`config.mk`:
```
export PLATFORM = sky130hd
export DESIGN_NAME = vga_timing_ctrl
export DESIGN_NICKNAME = d
export VERILOG_FILES = /design/src/rtl/vga_timing_ctrl.sv
export SDC_FILE = /design/constraint.sdc
export NUM_CORES = 1
export LEC_CHECK = 0
export CORE_ASPECT_RATIO = 1.4
export CORE_MARGIN = 3
export CORE_UTILIZATION = 53
export CTS_CLUSTER_DIAMETER = 50
export DETAILED_ROUTE_END_ITERATION = 10
export PLACE_DENSITY = 0.84
export SLEW_MARGIN = 0
export SYNTH_ARGS = -nofsm -noshare
export SYNTH_HDL_FRONTEND = slang
export SYNTH_SLANG_ARGS = --single-unit
```
`constraint.sdc`:
```
create_clock -name iVGA_CLK -period 5.6 [get_ports iVGA_CLK]
set_clock_uncertainty 0.15 [all_clocks]
set_input_delay 1.12 -clock iVGA_CLK [delete_from_list [all_inputs] [get_ports iVGA_CLK]]
set_output_delay 1.12 -clock iVGA_CLK [all_outputs]
set_load 0.01 [all_outputs]
```
`src/rtl/vga_timing_ctrl.sv`:
```
// VGA raster timing: counters, pixel request coordinates and pin-aligned RGB/HS/VS/BLANK_n.
// Optional build macro VGA_BORDER_EN forces a full-scale white border around the visible area.
module vga_timing_ctrl #(
  parameter int unsigned H_ACTIVE = 640,
  parameter int unsigned H_FRONT  = 16,
  parameter int unsigned H_SYNC   = 96,
  parameter int unsigned H_BACK   = 48,
  parameter int unsigned V_ACTIVE = 480,
  parameter int unsigned V_FRONT  = 10,
  parameter int unsigned V_SYNC   = 2,
  parameter int unsigned V_BACK   = 33,
  parameter int unsigned PIPE_LAT = 1
) (
  input  logic       iVGA_CLK,
  input  logic       iRST_n,
  input  logic [9:0] iRed,
  input  logic [9:0] iGreen,
  input  logic [9:0] iBlue,
  output logic [9:0] oVGA_X,
  output logic [9:0] oVGA_Y,
  output logic [9:0] oVGA_R,
  output logic [9:0] oVGA_G,
  output logic [9:0] oVGA_B,
  output logic       oVGA_HS,
  output logic       oVGA_VS,
  output logic       oVGA_BLANK_n,
  output logic       oFrame_Start
);

  localparam int unsigned H_TOTAL = H_ACTIVE + H_FRONT + H_SYNC + H_BACK;
  localparam int unsigned V_TOTAL = V_ACTIVE + V_FRONT + V_SYNC + V_BACK;
  localparam int unsigned DEPTH   = PIPE_LAT + 2;

  localparam logic [9:0] H_LAST = 10'(H_TOTAL - 1);
  localparam logic [9:0] H_FP   = 10'(H_ACTIVE);
  localparam logic [9:0] H_SY   = 10'(H_ACTIVE + H_FRONT);
  localparam logic [9:0] H_BP   = 10'(H_ACTIVE + H_FRONT + H_SYNC);
  localparam logic [9:0] V_LAST = 10'(V_TOTAL - 1);
  localparam logic [9:0] V_FP   = 10'(V_ACTIVE);
  localparam logic [9:0] V_SY   = 10'(V_ACTIVE + V_FRONT);
  localparam logic [9:0] V_BP   = 10'(V_ACTIVE + V_FRONT + V_SYNC);

  generate
    if (H_TOTAL > 1023 || V_TOTAL > 1023) begin : gTotalCheck
      $error("vga_timing_ctrl: H_TOTAL/V_TOTAL must fit in 10-bit counters");
    end
    if (PIPE_LAT < 1 || PIPE_LAT > 4) begin : gLatCheck
      $error("vga_timing_ctrl: PIPE_LAT must be 1..4");
    end
  endgenerate

  // Each porch/sync phase must be at least one clock (line) wide for the phase FSMs.
  typedef enum logic [1:0] {
    PH_ACTIVE = 2'd0,
    PH_FRONT  = 2'd1,
    PH_SYNC   = 2'd2,
    PH_BACK   = 2'd3
  } phaseT;

  logic [9:0] hCnt, hCntNext;
  logic [9:0] vCnt, vCntNext;
  logic       hWrap, vWrap;
  phaseT      hState, hStateNext;
  phaseT      vState, vStateNext;

  always_ff @(posedge iVGA_CLK or negedge iRST_n) begin
    if (!iRST_n) begin
      hCnt   <= '0;
      vCnt   <= '0;
      hState <= PH_ACTIVE;
      vState <= PH_ACTIVE;
    end else begin
      hCnt   <= hCntNext;
      vCnt   <= vCntNext;
      hState <= hStateNext;
      vState <= vStateNext;
    end
  end

  always_comb begin
    hWrap      = (hCnt == H_LAST);
    vWrap      = (vCnt == V_LAST);
    hCntNext   = hWrap ? 10'd0 : hCnt + 10'd1;
    vCntNext   = vCnt;
    hStateNext = hState;
    vStateNext = vState;
    if (hWrap) begin
      vCntNext = vWrap ? 10'd0 : vCnt + 10'd1;
    end

    case (hState)
      PH_ACTIVE: if (hCntNext == H_FP)  hStateNext = PH_FRONT;
      PH_FRONT:  if (hCntNext == H_SY)  hStateNext = PH_SYNC;
      PH_SYNC:   if (hCntNext == H_BP)  hStateNext = PH_BACK;
      PH_BACK:   if (hCntNext == 10'd0) hStateNext = PH_ACTIVE;
      default:   hStateNext = PH_ACTIVE;
    endcase

    // Vertical phase only moves on a line wrap, so sync covers whole lines.
    if (hWrap) begin
      case (vState)
        PH_ACTIVE: if (vCntNext == V_FP)  vStateNext = PH_FRONT;
        PH_FRONT:  if (vCntNext == V_SY)  vStateNext = PH_SYNC;
        PH_SYNC:   if (vCntNext == V_BP)  vStateNext = PH_BACK;
        PH_BACK:   if (vCntNext == 10'd0) vStateNext = PH_ACTIVE;
        default:   vStateNext = PH_ACTIVE;
      endcase
    end
  end

  logic active0, hsRaw0, vsRaw0, frame0;

  always_comb begin
    active0 = (hState == PH_ACTIVE) && (vState == PH_ACTIVE);
    hsRaw0  = (hState != PH_SYNC);
    vsRaw0  = (vState != PH_SYNC);
    frame0  = (hCnt == 10'd0) && (vCnt == 10'd0);
  end

  // Index 0 is stage 1; index DEPTH-1 drives the pins.
  logic [DEPTH-1:0] actD, hsD, vsD, fsD;

  always_ff @(posedge iVGA_CLK or negedge iRST_n) begin
    if (!iRST_n) begin
      actD   <= '0;
      hsD    <= '1;
      vsD    <= '1;
      fsD    <= '0;
      oVGA_X <= '0;
      oVGA_Y <= '0;
    end else begin
      actD   <= {actD[DEPTH-2:0], active0};
      hsD    <= {hsD[DEPTH-2:0], hsRaw0};
      vsD    <= {vsD[DEPTH-2:0], vsRaw0};
      fsD    <= {fsD[DEPTH-2:0], frame0};
      oVGA_X <= active0 ? hCnt : 10'd0;
      oVGA_Y <= active0 ? vCnt : 10'd0;
    end
  end

`ifdef VGA_BORDER_EN
  localparam logic [9:0] H_EDGE = 10'(H_ACTIVE - 1);
  localparam logic [9:0] V_EDGE = 10'(V_ACTIVE - 1);

  logic             border0;
  logic [DEPTH-2:0] bordD;

  always_comb begin
    border0 = active0 && ((hCnt == 10'd0) || (hCnt == H_EDGE) ||
                          (vCnt == 10'd0) || (vCnt == V_EDGE));
  end

  always_ff @(posedge iVGA_CLK or negedge iRST_n) begin
    if (!iRST_n) begin
      bordD <= '0;
    end else begin
      bordD <= {bordD[DEPTH-3:0], border0};
    end
  end
`endif

  // RGB register samples the source with the stage that lands on the pins next clock.
  always_ff @(posedge iVGA_CLK or negedge iRST_n) begin
    if (!iRST_n) begin
      oVGA_R <= '0;
      oVGA_G <= '0;
      oVGA_B <= '0;
    end else if (actD[DEPTH-2]) begin
`ifdef VGA_BORDER_EN
      if (bordD[DEPTH-2]) begin
        oVGA_R <= 10'h3FF;
        oVGA_G <= 10'h3FF;
        oVGA_B <= 10'h3FF;
      end else begin
        oVGA_R <= iRed;
        oVGA_G <= iGreen;
        oVGA_B <= iBlue;
      end
`else
      oVGA_R <= iRed;
      oVGA_G <= iGreen;
      oVGA_B <= iBlue;
`endif
    end else begin
      oVGA_R <= '0;
      oVGA_G <= '0;
      oVGA_B <= '0;
    end
  end

  assign oVGA_BLANK_n = actD[DEPTH-1];
  assign oVGA_HS      = hsD[DEPTH-1];
  assign oVGA_VS      = vsD[DEPTH-1];
  assign oFrame_Start = fsD[DEPTH-1];

endmodule

```
==> results.yml <==
yosys:
  synth-xor-area-share: 0.0265
  yosys.area_share.simple: 0.210
  synth_cell_types: 48
  synth_top_family_by_area: "simple AND/OR/NAND/NOR gates"
  synth_area_sq_mm: 0.00364
  synth_edf_count: 0
  ys.flop_type: "dfrtp_1"
  muxShareOfSynthArea: 0.0203
  synth-compound-area-share: 0.0674
  avgSynthCellArea_sq_um: 11.5
  ys_async_sr_fraction: 1.00
  synth_warnings: 0
  synth_cells: 315
  synth_fa_ha_area_frac: 0.0447
  seq_area_frac_synth: 0.594
  synth_fp_nets: 360
  ys_ff_latch: 86
clocking:
  cts_max_level: 3
  hold_buffers: 0
  cts_setup_buffers: 0
  cts_buffers: 9
  clock-sinks: 86
  path_clk_slew_ps: 90
  cts_resized: 0
  cts-root-buf: "clkbuf_8"
  insertion_delay_ps: 360
  cts_tree: "yes"
  cts_buffer_depth: 2
final_layout:
  drive_gt1_frac: 0.0752
  final_common_cell: "clkdlybuf4s50_1"
  layout_common_cells: "clkdlybuf4s50_1, dfrtp_1, and2_1, and3_1, nor2_1"
  multi_input_area_sq_mm: 0.00134
  fillerInstances: 473
  antenna_cells: 0
  area_growth_pct: 29.8
  post-route-util: 0.714
  seq_area_sq_mm: 0.00216
  design_area_sq_mm: 0.00472
  nNetsFinal: 439
sta:
  rsz0062_at_grt: "no"
  max_freq_ghz: 0.297
  maxSlewViolCount: 0
  hold_violations: 0
  setup_tns_ps: 0
  fin_crit_sh: 0.602
  tightest_slew_ps: 1010
  setup_violations: 0
  timing.final.crit_period_ps: 3370
  slew_headroom: 0.324
  hold_ws_ps: 202
place:
  dp_hpwl_mm: 5.27
  place_area_sq_mm: 0.00452
  port_buffers: 85
  gp_congestion: 0.915
setup_path:
  cp-end-kind: "flip-flop"
  cp.buffers_inverters: 0
  startpoint: "hCnt[0]"
  worstSetupPathType: "reg -> reg"
  path_max_fanout: 11
  path_cells: "ha_1 > nand4_1 > or3_4 > o31ai_4 > nand4b_1 > or3_1 > or3_1 > a311oi_2 > mux2_1"
  cp.arrival_ps: 3460
  critPathLaunchType: "flip-flop"
  crit_top_cell: "or3_1"
  cpMaxStageDelayCell: "or3_4"
  cp_top_family: "simple AND/OR/NAND/NOR gates"
  cp.required_ps: 5690
  reg2reg_from: "hCnt[0]"
  critical_path.max_stage_delay_ps: 490
die:
  ioPinCount: 86
  die_w_um: 76
  die_area_sq_mm: 0.00790
  die-height_um: 104
  start_util: 0.550
  rows: 35
  core_sq_mm: 0.00661
routing:
  via_count: 2574
  drt-total-wl_mm: 7.46
  dr.pass1.iters: 4
  wl_per_cell_um: 15.2
  drtIter0Drc: 107
  vias_per_cell: 5.24
  detail-route-antenna-nets: 0
  drc_errors: 0
grt:
  grt_overflow: 0
  grt_pass1_vias: 2579
  grtUsageTotal: 0.206
  antenna_found_initial: 0
  grt_pass1_wl_mm: 12.9
  grt_max_degree: 87
min_path:
  hold_class: "reg -> reg"
  hp-start: "fsD[0]"
outcome:
  status: "finished, final reports clean"
power_and_ir_drop:
  p_leak_nw: 2.06
  p_per_area_mw_per_mm2: 240
  peakVddDrop_mv: 0.169
run:
  maxCapViolCount: 0
[sequential cells by signal, summed over array words and instances (netlist names)]
signal  flops
oVGA_Y     10
hsD         3
vsD         3
oVGA_X     10
hState      2
vCnt       10
fsD         3
oVGA_B     10
vState      2
oVGA_G     10
actD        3
hCnt       10
oVGA_R     10
[synth_stat cells, types with 2 or more instances]
library cell  number  area share
ha_1              13       0.045
nand4_1            5      0.0086
a21oi_1            4      0.0055
a21o_1             2      0.0041
and3_1            24       0.041
o31ai_1            3      0.0062
inv_1             14       0.014
nor4_1             3      0.0052
clkbuf_1          15       0.015
nor2_1            18       0.019
nand3_1           13       0.018
or3_1              3      0.0052
o211ai_1           2      0.0041
dfstp_2            6       0.043
xor2_1             2      0.0048
nor3_1             3      0.0041
nand2b_1           2      0.0034
and2_1            31       0.053
a31oi_1            3      0.0052
mux2i_1            4       0.011
nor3b_1            3      0.0062
or4_1              3      0.0062
xnor2_1            9       0.022
dfrtp_1           80        0.55
buf_6              2      0.0062
nand2_1           14       0.014
mux2_2             2      0.0062
or3_4              2      0.0062
and4_1             2      0.0048
o41ai_1            2      0.0048
o21ai_0            9       0.012
[power breakdown]
group	switching [W]	internal, W	total, W	leakage [nW]
clock network	0.000220	0.000209	0.000429	0.0973
registers	0.00000283	0.000631	0.000634	1.07
logic	0.0000260	0.0000422	0.0000682	0.888
[cell type report]
cell class                 instances  share of cell area
inverter                          14              0.0111
clock inverter                     6              0.0146
sequential                        86               0.458
timing repair buffer              86               0.181
multi-input combinational        197               0.284
tap                               92              0.0244
clock buffer                      10              0.0270
[cells by family (layout without fill, tap and decap cells)]
kind of cell / Yosys count / in the layout
AND/OR/NAND/NOR: 132 / 132
flip-flops: 86 / 86
adder cells (fa/ha/maj): 13 / 13
XOR/XNOR: 11 / 11
multiplexers: 7 / 7
AO/OA/AOI/OAI: 34 / 34
buffers and inverters: 32 / 116
[per-layer routing]
layer / GRT usage / vias to the layer above / wire length [um]
li1: - / 1234 / -
met1: 0.262 / 1235 / 3150
met2: 0.333 / 90 / 3690
met3: 0.0537 / 15 / 456
met4: 0.0881 / 0 / 156
met5: 0 / - / 0
[metrics by stage]
stage	setup slack (ps)	power, W	std cells
2_1_floorplan	2400	0.000660	315
3_3_place_gp	2350	0.000714	475
3_5_place_dp	2280	0.000716	475
4_1_cts	2240	0.00115	491
5_1_grt	2050	0.00118	491
6_report	2230	0.00113	491
[worst paths after layout]
path                                   to  slack (ps)  cells after the start
worst max-delay path            vState[1]        2230                      9
worst min-delay path               fsD[1]         200                      0
worst max register to register  vState[1]        2230                      9
worst min register to register     fsD[1]         200                      0
max in group asynchronous       oVGA_X[0]        3880                      1
min in group asynchronous       oVGA_G[5]         780                      1
Power figures use the tool's default switching activity.
